**config.mk**
```make
export PLATFORM = sky130hd
export DESIGN_NAME = if_tune_ctrl
export DESIGN_NICKNAME = d
export VERILOG_FILES = /design/src/rtl/if_tune_ctrl.sv
export SDC_FILE = /design/constraint.sdc
export NUM_CORES = 1
export LEC_CHECK = 0
export BUFFER_PORTS_ARGS = -buffer_cell sky130_fd_sc_hd__buf_2
export CORE_MARGIN = 2
export CORE_UTILIZATION = 34
export DETAILED_ROUTE_END_ITERATION = 8
export PLACE_DENSITY = 0.58
export RECOVER_POWER = 25
export SLEW_MARGIN = 20
export SYNTH_ARGS = -nofsm -noshare
export SYNTH_HDL_FRONTEND = slang
export SYNTH_SLANG_ARGS = --single-unit
```
**constraint.sdc**
```tcl
create_clock -name clk_i -period 6.4 [get_ports clk_i]
set_input_delay 0.64 -clock clk_i [delete_from_list [all_inputs] [get_ports clk_i]]
set_output_delay 0.64 -clock clk_i [all_outputs]
set_load 0.03 [all_outputs]
```
**src/rtl/if_tune_ctrl.sv**
```systemverilog
// IF synthesizer tuning sequencer: clamps requests, issues the frequency strobe, and qualifies lock with timeout/retry.
// Defining IF_TUNE_SCAN_EN adds scan_en_i / SCAN_DWELL auto-stepping of the tuned frequency.
//
// state     | meaning
// IDLE      | tune settled (or lost after unlock); accepting requests
// STROBE    | one-cycle freq_strobe for the current if_freq
// BLANK     | synthesizer reconfiguring; locked ignored, timeout running
// WAIT_LOCK | counting consecutive locked cycles, timeout running
// FAULT     | every attempt timed out; accepting requests
module if_tune_ctrl #(
  parameter int unsigned F_MIN       = 1,
  parameter int unsigned F_MAX       = 511,
  parameter int unsigned F_INIT      = 7,
  parameter int unsigned BLANK_CYC   = 16,
  parameter int unsigned STABLE_CYC  = 64,
  parameter int unsigned TIMEOUT_CYC = 50000,
  parameter int unsigned MAX_RETRY   = 3
`ifdef IF_TUNE_SCAN_EN
  , parameter int unsigned SCAN_DWELL = 1000
`endif
) (
  input  logic       clk_i,
  input  logic       reset_i,
  input  logic       req_valid_i,
  input  logic [8:0] req_freq_i,
  output logic       req_ready_o,
  output logic [8:0] if_freq_o,
  output logic       freq_strobe_o,
  input  logic       locked_i,
`ifdef IF_TUNE_SCAN_EN
  input  logic       scan_en_i,
`endif
  output logic       tuned_o,
  output logic       busy_o,
  output logic       fault_o
);

  typedef enum logic [2:0] {
    IDLE,
    STROBE,
    BLANK,
    WAIT_LOCK,
    FAULT
  } state_t;

  localparam logic [8:0]  FMIN_W   = 9'(F_MIN);
  localparam logic [8:0]  FMAX_W   = 9'(F_MAX);
  localparam logic [8:0]  FINIT_W  = 9'(F_INIT);
  localparam logic [7:0]  BLANK_LD = 8'(BLANK_CYC - 1);
  localparam logic [7:0]  STABLE_W = 8'(STABLE_CYC);
  localparam logic [19:0] TMO_LD   = 20'(TIMEOUT_CYC - 1);
  localparam logic [7:0]  RETRY_W  = 8'(MAX_RETRY);

  state_t      state_q, state_d;
  logic [8:0]  if_freq_q, if_freq_d;
  logic        strobe_q, strobe_d;
  logic        tuned_q, tuned_d;
  logic [7:0]  retry_q, retry_d;
  logic [7:0]  blank_q, blank_d;
  logic [19:0] tmo_q, tmo_d;
  logic [7:0]  run_q, run_d;
  logic [7:0]  unlk_q, unlk_d;

  logic        accept;
  logic        new_req;
  logic [8:0]  clamp_f;
  logic [8:0]  new_f;

`ifdef IF_TUNE_SCAN_EN
  localparam logic [31:0] DWELL_LD = 32'(SCAN_DWELL - 1);
  logic [31:0] dwell_q, dwell_d;
  logic [8:0]  scan_f;

  assign scan_f = (if_freq_q >= FMAX_W) ? FMIN_W : (if_freq_q + 9'd1);
`endif

  assign req_ready_o   = (state_q == IDLE) || (state_q == FAULT);
  assign busy_o        = (state_q == STROBE) || (state_q == BLANK) || (state_q == WAIT_LOCK);
  assign fault_o       = (state_q == FAULT);
  assign if_freq_o     = if_freq_q;
  assign freq_strobe_o = strobe_q;
  assign tuned_o       = tuned_q;
  assign accept        = req_valid_i && req_ready_o;

  always_comb begin
    clamp_f = req_freq_i;
    if (req_freq_i < FMIN_W) begin
      clamp_f = FMIN_W;
    end else if (req_freq_i > FMAX_W) begin
      clamp_f = FMAX_W;
    end
  end

  // External accept first; the scan dwell may only self-issue when nothing was accepted.
  always_comb begin
    new_req = accept;
    new_f   = clamp_f;
`ifdef IF_TUNE_SCAN_EN
    dwell_d = DWELL_LD;
    if (!accept && (state_q == IDLE) && tuned_q && scan_en_i) begin
      if (dwell_q == 32'd0) begin
        new_req = 1'b1;
        new_f   = scan_f;
      end else begin
        dwell_d = dwell_q - 32'd1;
      end
    end
`endif
  end

  always_comb begin
    state_d   = state_q;
    if_freq_d = if_freq_q;
    strobe_d  = 1'b0;
    tuned_d   = tuned_q;
    retry_d   = retry_q;
    blank_d   = blank_q;
    tmo_d     = tmo_q;
    run_d     = run_q;
    unlk_d    = unlk_q;

    case (state_q)
      IDLE: begin
        if (locked_i) begin
          unlk_d = 8'd0;
        end else if (tuned_q) begin
          if (unlk_q == STABLE_W - 8'd1) begin
            tuned_d = 1'b0;
            unlk_d  = 8'd0;
          end else begin
            unlk_d = unlk_q + 8'd1;
          end
        end
        if (new_req && !(tuned_q && (new_f == if_freq_q))) begin
          if_freq_d = new_f;
          tuned_d   = 1'b0;
          retry_d   = 8'd0;
          unlk_d    = 8'd0;
          strobe_d  = 1'b1;
          state_d   = STROBE;
        end
      end

      FAULT: begin
        unlk_d = 8'd0;
        if (new_req) begin
          if_freq_d = new_f;
          tuned_d   = 1'b0;
          retry_d   = 8'd0;
          strobe_d  = 1'b1;
          state_d   = STROBE;
        end
      end

      // Coming out of reset the strobe register is still low, so STROBE holds one extra cycle to raise it.
      STROBE: begin
        blank_d = BLANK_LD;
        tmo_d   = TMO_LD;
        run_d   = 8'd0;
        if (strobe_q) begin
          state_d = BLANK;
        end else begin
          strobe_d = 1'b1;
        end
      end

      BLANK: begin
        if (tmo_q == 20'd0) begin
          if (retry_q < RETRY_W) begin
            retry_d  = retry_q + 8'd1;
            strobe_d = 1'b1;
            state_d  = STROBE;
          end else begin
            state_d = FAULT;
          end
        end else begin
          tmo_d = tmo_q - 20'd1;
          if (blank_q == 8'd0) begin
            state_d = WAIT_LOCK;
          end else begin
            blank_d = blank_q - 8'd1;
          end
        end
      end

      WAIT_LOCK: begin
        run_d = locked_i ? (run_q + 8'd1) : 8'd0;
        if (locked_i && (run_q == STABLE_W - 8'd1)) begin
          tuned_d = 1'b1;
          unlk_d  = 8'd0;
          state_d = IDLE;
        end else if (tmo_q == 20'd0) begin
          if (retry_q < RETRY_W) begin
            retry_d  = retry_q + 8'd1;
            strobe_d = 1'b1;
            state_d  = STROBE;
          end else begin
            state_d = FAULT;
          end
        end else begin
          tmo_d = tmo_q - 20'd1;
        end
      end

      default: begin
        state_d = IDLE;
      end
    endcase
  end

  always_ff @(posedge clk_i) begin
    if (reset_i) begin
      state_q   <= STROBE;
      if_freq_q <= FINIT_W;
      strobe_q  <= 1'b0;
      tuned_q   <= 1'b0;
      retry_q   <= 8'd0;
      blank_q   <= 8'd0;
      tmo_q     <= 20'd0;
      run_q     <= 8'd0;
      unlk_q    <= 8'd0;
`ifdef IF_TUNE_SCAN_EN
      dwell_q   <= 32'd0;
`endif
    end else begin
      state_q   <= state_d;
      if_freq_q <= if_freq_d;
      strobe_q  <= strobe_d;
      tuned_q   <= tuned_d;
      retry_q   <= retry_d;
      blank_q   <= blank_d;
      tmo_q     <= tmo_d;
      run_q     <= run_d;
      unlk_q    <= unlk_d;
`ifdef IF_TUNE_SCAN_EN
      dwell_q   <= dwell_d;
`endif
    end
  end

endmodule
```
### Yosys cells after proc, flatten, opt, wreduce, memory -nomap -nowiden

Index checks and enable logic that the tools add are counted.
Widths: inputs -> output; s select.

* input bits: 13
* register bits: 66

* mux-type cells: 48
* equality and inequality tests: 18
* $add $sub $neg: 5
* $lt $le $gt $ge: 3
* reductions and logical operators: 24

Operator list (number)
* $mux 8: 13
* $pmux 20 s3: 1
* $mux 20: 2
* $mux 9: 4
* $pmux 8 s2: 2
* $pmux 8 s4: 1
* $add 8x1->8 const B: 3
* $mux 3: 8
* $pmux 8 s3: 1
* $logic_not 20->1: 1
* $sub 20x1->20 const B: 1
* $pmux 9 s2: 1
* $eq 8x6->1 const B: 2
* $pmux 3 s5: 1
* $mux 1: 12
* $eq 9x9->1: 1
* $gt 9x9->1 const B: 1
* $lt 9x1->1 const B: 1
* $reduce_and 3->1: 3
* $logic_not 8->1: 1
* $lt 8x2->1 const B: 1
* $ne 2x2->1 const B: 4
* $reduce_and 4->1: 2
* $sub 8x1->8 const B: 1
* 18 further kinds: 30

### Logic depth before layout (Yosys ltp)

* word-level depth: 9
* mapped depth: 10
* depth with buffers taken out: 8

### Least setup slack after synthesis

OpenSTA, ideal clock, no wires.

* path kind: reg2out
* from: register state_q[1]
* to: output port fault_o
* required time: 5760 ps
* arrival time: 1708 ps
* slack: 4052 ps
* stages on the path, launching flop included: 4
* cell sequence: dfxtp_1 -> nor2_1 -> inv_1 -> nor2_1

* cells in the longest elaborated chain, start to end: 1

Ends and longest elaborated chain
* from (decl): line 54 `state_t state_q, state_d;`
* from (signal assigned): line 226 `state_q <= state_d;`
* $eq 3x3->1: line 79 `assign fault_o = (state_q == FAULT);`
* to (decl): line 35 `output logic fault_o`

No other way between the ends.

### Worst setup path in the final report

* from: register state_q[2]
* to: register unlk_q[6]

* cells in the longest elaborated chain, start to end: 6
* elaborated cells on any way between the ends: 12

Ends and longest elaborated chain
* $eq 3x3->1 / $logic_not 3->1 (equally long branches): line 77, 122
* $logic_or 1x1->1: line 77 `assign req_ready_o = (state_q == IDLE) || (state_q == FAULT);`
* $logic_and 1x1->1: line 83 `assign accept = req_valid_i && req_ready_o;`
* $logic_and 1x1->1: line 134 `if (new_req && !(tuned_q && (new_f == if_freq_q))) begin`
* $ne 4x3->1 (no line) / $mux 8 (equally long branches)
* $reduce_and 3->1 (no line) / $pmux 8 s3 (equally long branches)
* to (signal assigned): line 234 `unlk_q <= unlk_d;`
* to (decl): line 62 `logic [7:0] unlk_q, unlk_d;`

Several ways; a longest one is shown, not always the timed one.
A chain may end at the register's enable or synchronous reset.

==> run metrics <==
status=completed; Non-Filler Instances=567; Hold Crit Class=flop to flop; ANT cells=0; Setup CP Type=flop to flop; CP Max Fanout=15; WHS Path Cells=2; layout cells sized above 1=0.106; via count=2953; final hold vios=0; # port buffers=26; EDFF count, synth=0; Nets=448; RD Place Congestion=0.745; core area=9770 um2; post-CTS setup buffers=0; DR WL/cell=13.0 um; post-synthesis register bit count=66; Required @ worst endpoint=6.60 ns; Total GRT Usage=0.139; Worst-Margin Slew=0.978 ns; dominant cell type by area after synthesis=dfxtp_1; Setup TNS Final=0 ns; GR Overflow Total=0; crit-path cells=nand4b_1, nor4_2, o21ai_0, a31oi_1, o32ai_1; TritonCTS Buffers=9; grt met1 use=0.185; Final Util=0.392; pwr/cell area=326 nW/um2; antenna violations before repair=0; Worst Skew=0.0109 ns; synthesized area per cell=8.41 um2; CP top delay family=simple AND/OR/NAND/NOR gates; Hold Startpoint=retry_q[3]$_SDFFE_PP0P_; Seq/Total Area, Yosys=0.385; worst r2r src=state_q[2]$_SDFFE_PP0P_; r2r endpoint=unlk_q[6]$_SDFFE_PP0P_; number of fill cells=1034; Ports=27; Hold-fix buffers, CTS=0; M2 GR Usage=0.218; Final period util=0.431; Buf+Inv Stages, Crit Path=0; Residual DRC=0; Placed Area=3680 um2; placed cell count=551; CTS tree=yes; Synth cell types=58; hpwl dp=5020 um; Pre-antenna DRT Iters=4; largest net degree at the start of global routing=59; Worst Setup Start Kind=flop; die area=10900 um2; Synth Net Count=427; Critical Path Max Stage Delay=0.86 ns; setup violators final=0; Clock Pin Slew Worst Setup and Hold Paths=0.07 ns; Fmax=363 MHz; Area contributors post-synth=dfxtp_1 (38%), xor2_1 (7.7%), nor2_1 (6.3%); max_cap viols=0; Peak supply drop=0.167 mV; vias in the first global route=2722; Post-CTS Resized=0; mapped cell area=3430 um2; CP Capture Type=flop; 1st-iter DRT viols=185; Worst Reg-to-Reg Cells=5; Clock Latency Late Sink=0.34 ns; Hold Path Sink=retry_q[3]$_SDFFE_PP0P_; worst reg-to-reg setup slack=3.64 ns; share of the synthesized area in the top cell type=0.385; Lkg Pwr=1.43 nW; initial core utilization=0.351; GRT Max-Usage Layer=met2; vias per cell=5.21; worst rel slew slack=0.345; min Tclk post-route=2.76 ns; num rows=36; die width=104 um; Clock Tree Root=clkbuf_8; max-slew violations=0; Final ANT Viol Nets=0; commonest non-fill, non-tap cells in the layout=dfxtp_1 (66), nor2_1 (58), xor2_1 (30); RSZ-0062 raised after global routing=no; clk sink count=66; # H-tree levels=3; Synth Instances=408; async set-reset flop share out of synthesis=0; fin area=3830 um2; ys flop type=dfxtp_1; WP data arrival=2.96 ns; commonest non-fill, non-tap cell in the layout=dfxtp_1; first-pass GRT wire length=12600 um; maximum buffer depth of the clock tree=2; final wirelength=7370 um; die outline height=104 um; Ys Warns=0; GR Layer Usage met3=0.0357; area delta synth->final=11.7%; Critical-path top delay cell=nor4_2
## worst max-delay path by stage
stage                             from                     end  slack [ns]  cells after the start
2_1_floorplan  state_q[1]$_SDFFE_PP0P_                 fault_o        4.05                      3
3_3_place_gp             req_freq_i[7]  unlk_q[2]$_SDFFE_PP0P_        3.51                      7
3_5_place_dp                  locked_i   tmo_q[8]$_SDFFE_PP0P_        3.50                      7
4_1_cts        state_q[2]$_SDFFE_PP0P_   tmo_q[2]$_SDFFE_PP0P_        3.63                      6
5_1_grt        state_q[2]$_SDFFE_PP0P_  unlk_q[7]$_SDFFE_PP0P_        3.32                      5
6_report       state_q[2]$_SDFFE_PP0P_  unlk_q[6]$_SDFFE_PP0P_        3.64                      5
## worst register-to-register path: stages (launching register included)
cell      delay [ns]
dfxtp_1         0.49
nand4b_1        0.47
nor4_2          0.86
o21ai_0         0.46
a31oi_1         0.26
o32ai_1         0.09
## per-layer routing
metal  vias to the layer above  wire length [um]
li1                       1515                 -
met4                         0                93
met5                         -                 0
met3                         8               346
met2                        60              3290
met1                      1370              3630
## per-stage QoR
stage / setup slack [ns] / hold slack, ns / total power [mW]
global placement: 3.51 / 0.419 / 0.949
detailed placement: 3.50 / 0.422 / 0.956
CTS: 3.63 / 0.433 / 1.27
floorplan: 4.05 / 0.408 / 0.858
global route: 3.32 / 0.457 / 1.34
finish: 3.64 / 0.428 / 1.25
## flip-flops by register name, summed over array words and instances (netlist names)
signal	count
blank_q	8
freq_strobe_o	1
if_freq_o	9
retry_q	8
run_q	8
state_q	3
tmo_q	20
tuned_o	1
unlk_q	8
## layout make-up
| class | count | area (um2) | share of cell area |
|---|---|---|---|
| tap | 133 | 166 | 0.0434 |
| sequential | 66 | 1320 | 0.345 |
| multi-input combinational | 309 | 1990 | 0.520 |
| inverter | 15 | 56.3 | 0.0147 |
| timing repair buffer | 28 | 131 | 0.0343 |
| clock inverter | 3 | 15.0 | 0.00392 |
| clock buffer | 13 | 149 | 0.0388 |
## where the power goes
| part | total, mW | internal (mW) | switching [mW] |
|---|---|---|---|
| Combinational | 0.428 | 0.155 | 0.273 |
| Clock | 0.303 | 0.150 | 0.153 |
| Sequential | 0.518 | 0.460 | 0.0577 |
| Total | 1.25 | 0.765 | 0.484 |
## cell usage after synthesis, types with 4 or more instances
library cell and number:
dfxtp_1 66, nor2_1 58, xor2_1 30, a21oi_1 20, nand3_1 17, nor3_1 16, inv_1 15, clkbuf_1 14
nand2_1 14, nand4_1 13, nand2b_1 12, o21ai_0 11, nor4_1 9, and2_1 8, mux2i_1 7, o211ai_1 7
ha_1 6, a211oi_1 5, and3_1 5, buf_2 4, nand4b_1 4, or2_2 4, xnor2_1 4
## kinds of logic (layout without fill, tap and decap cells)
kind of cell	Yosys count	in the layout	synth area share
AO/OA/AOI/OAI	76	76	0.152
XOR/XNOR	34	34	0.0867
adder cells (fa/ha/maj)	6	6	0.0219
buffers and inverters	33	59	0.0375
flip-flops	66	66	0.385
multiplexers	7	7	0.0204
AND/OR/NAND/NOR	186	186	0.296
Note: power is estimated with default switching activity, not from simulation.
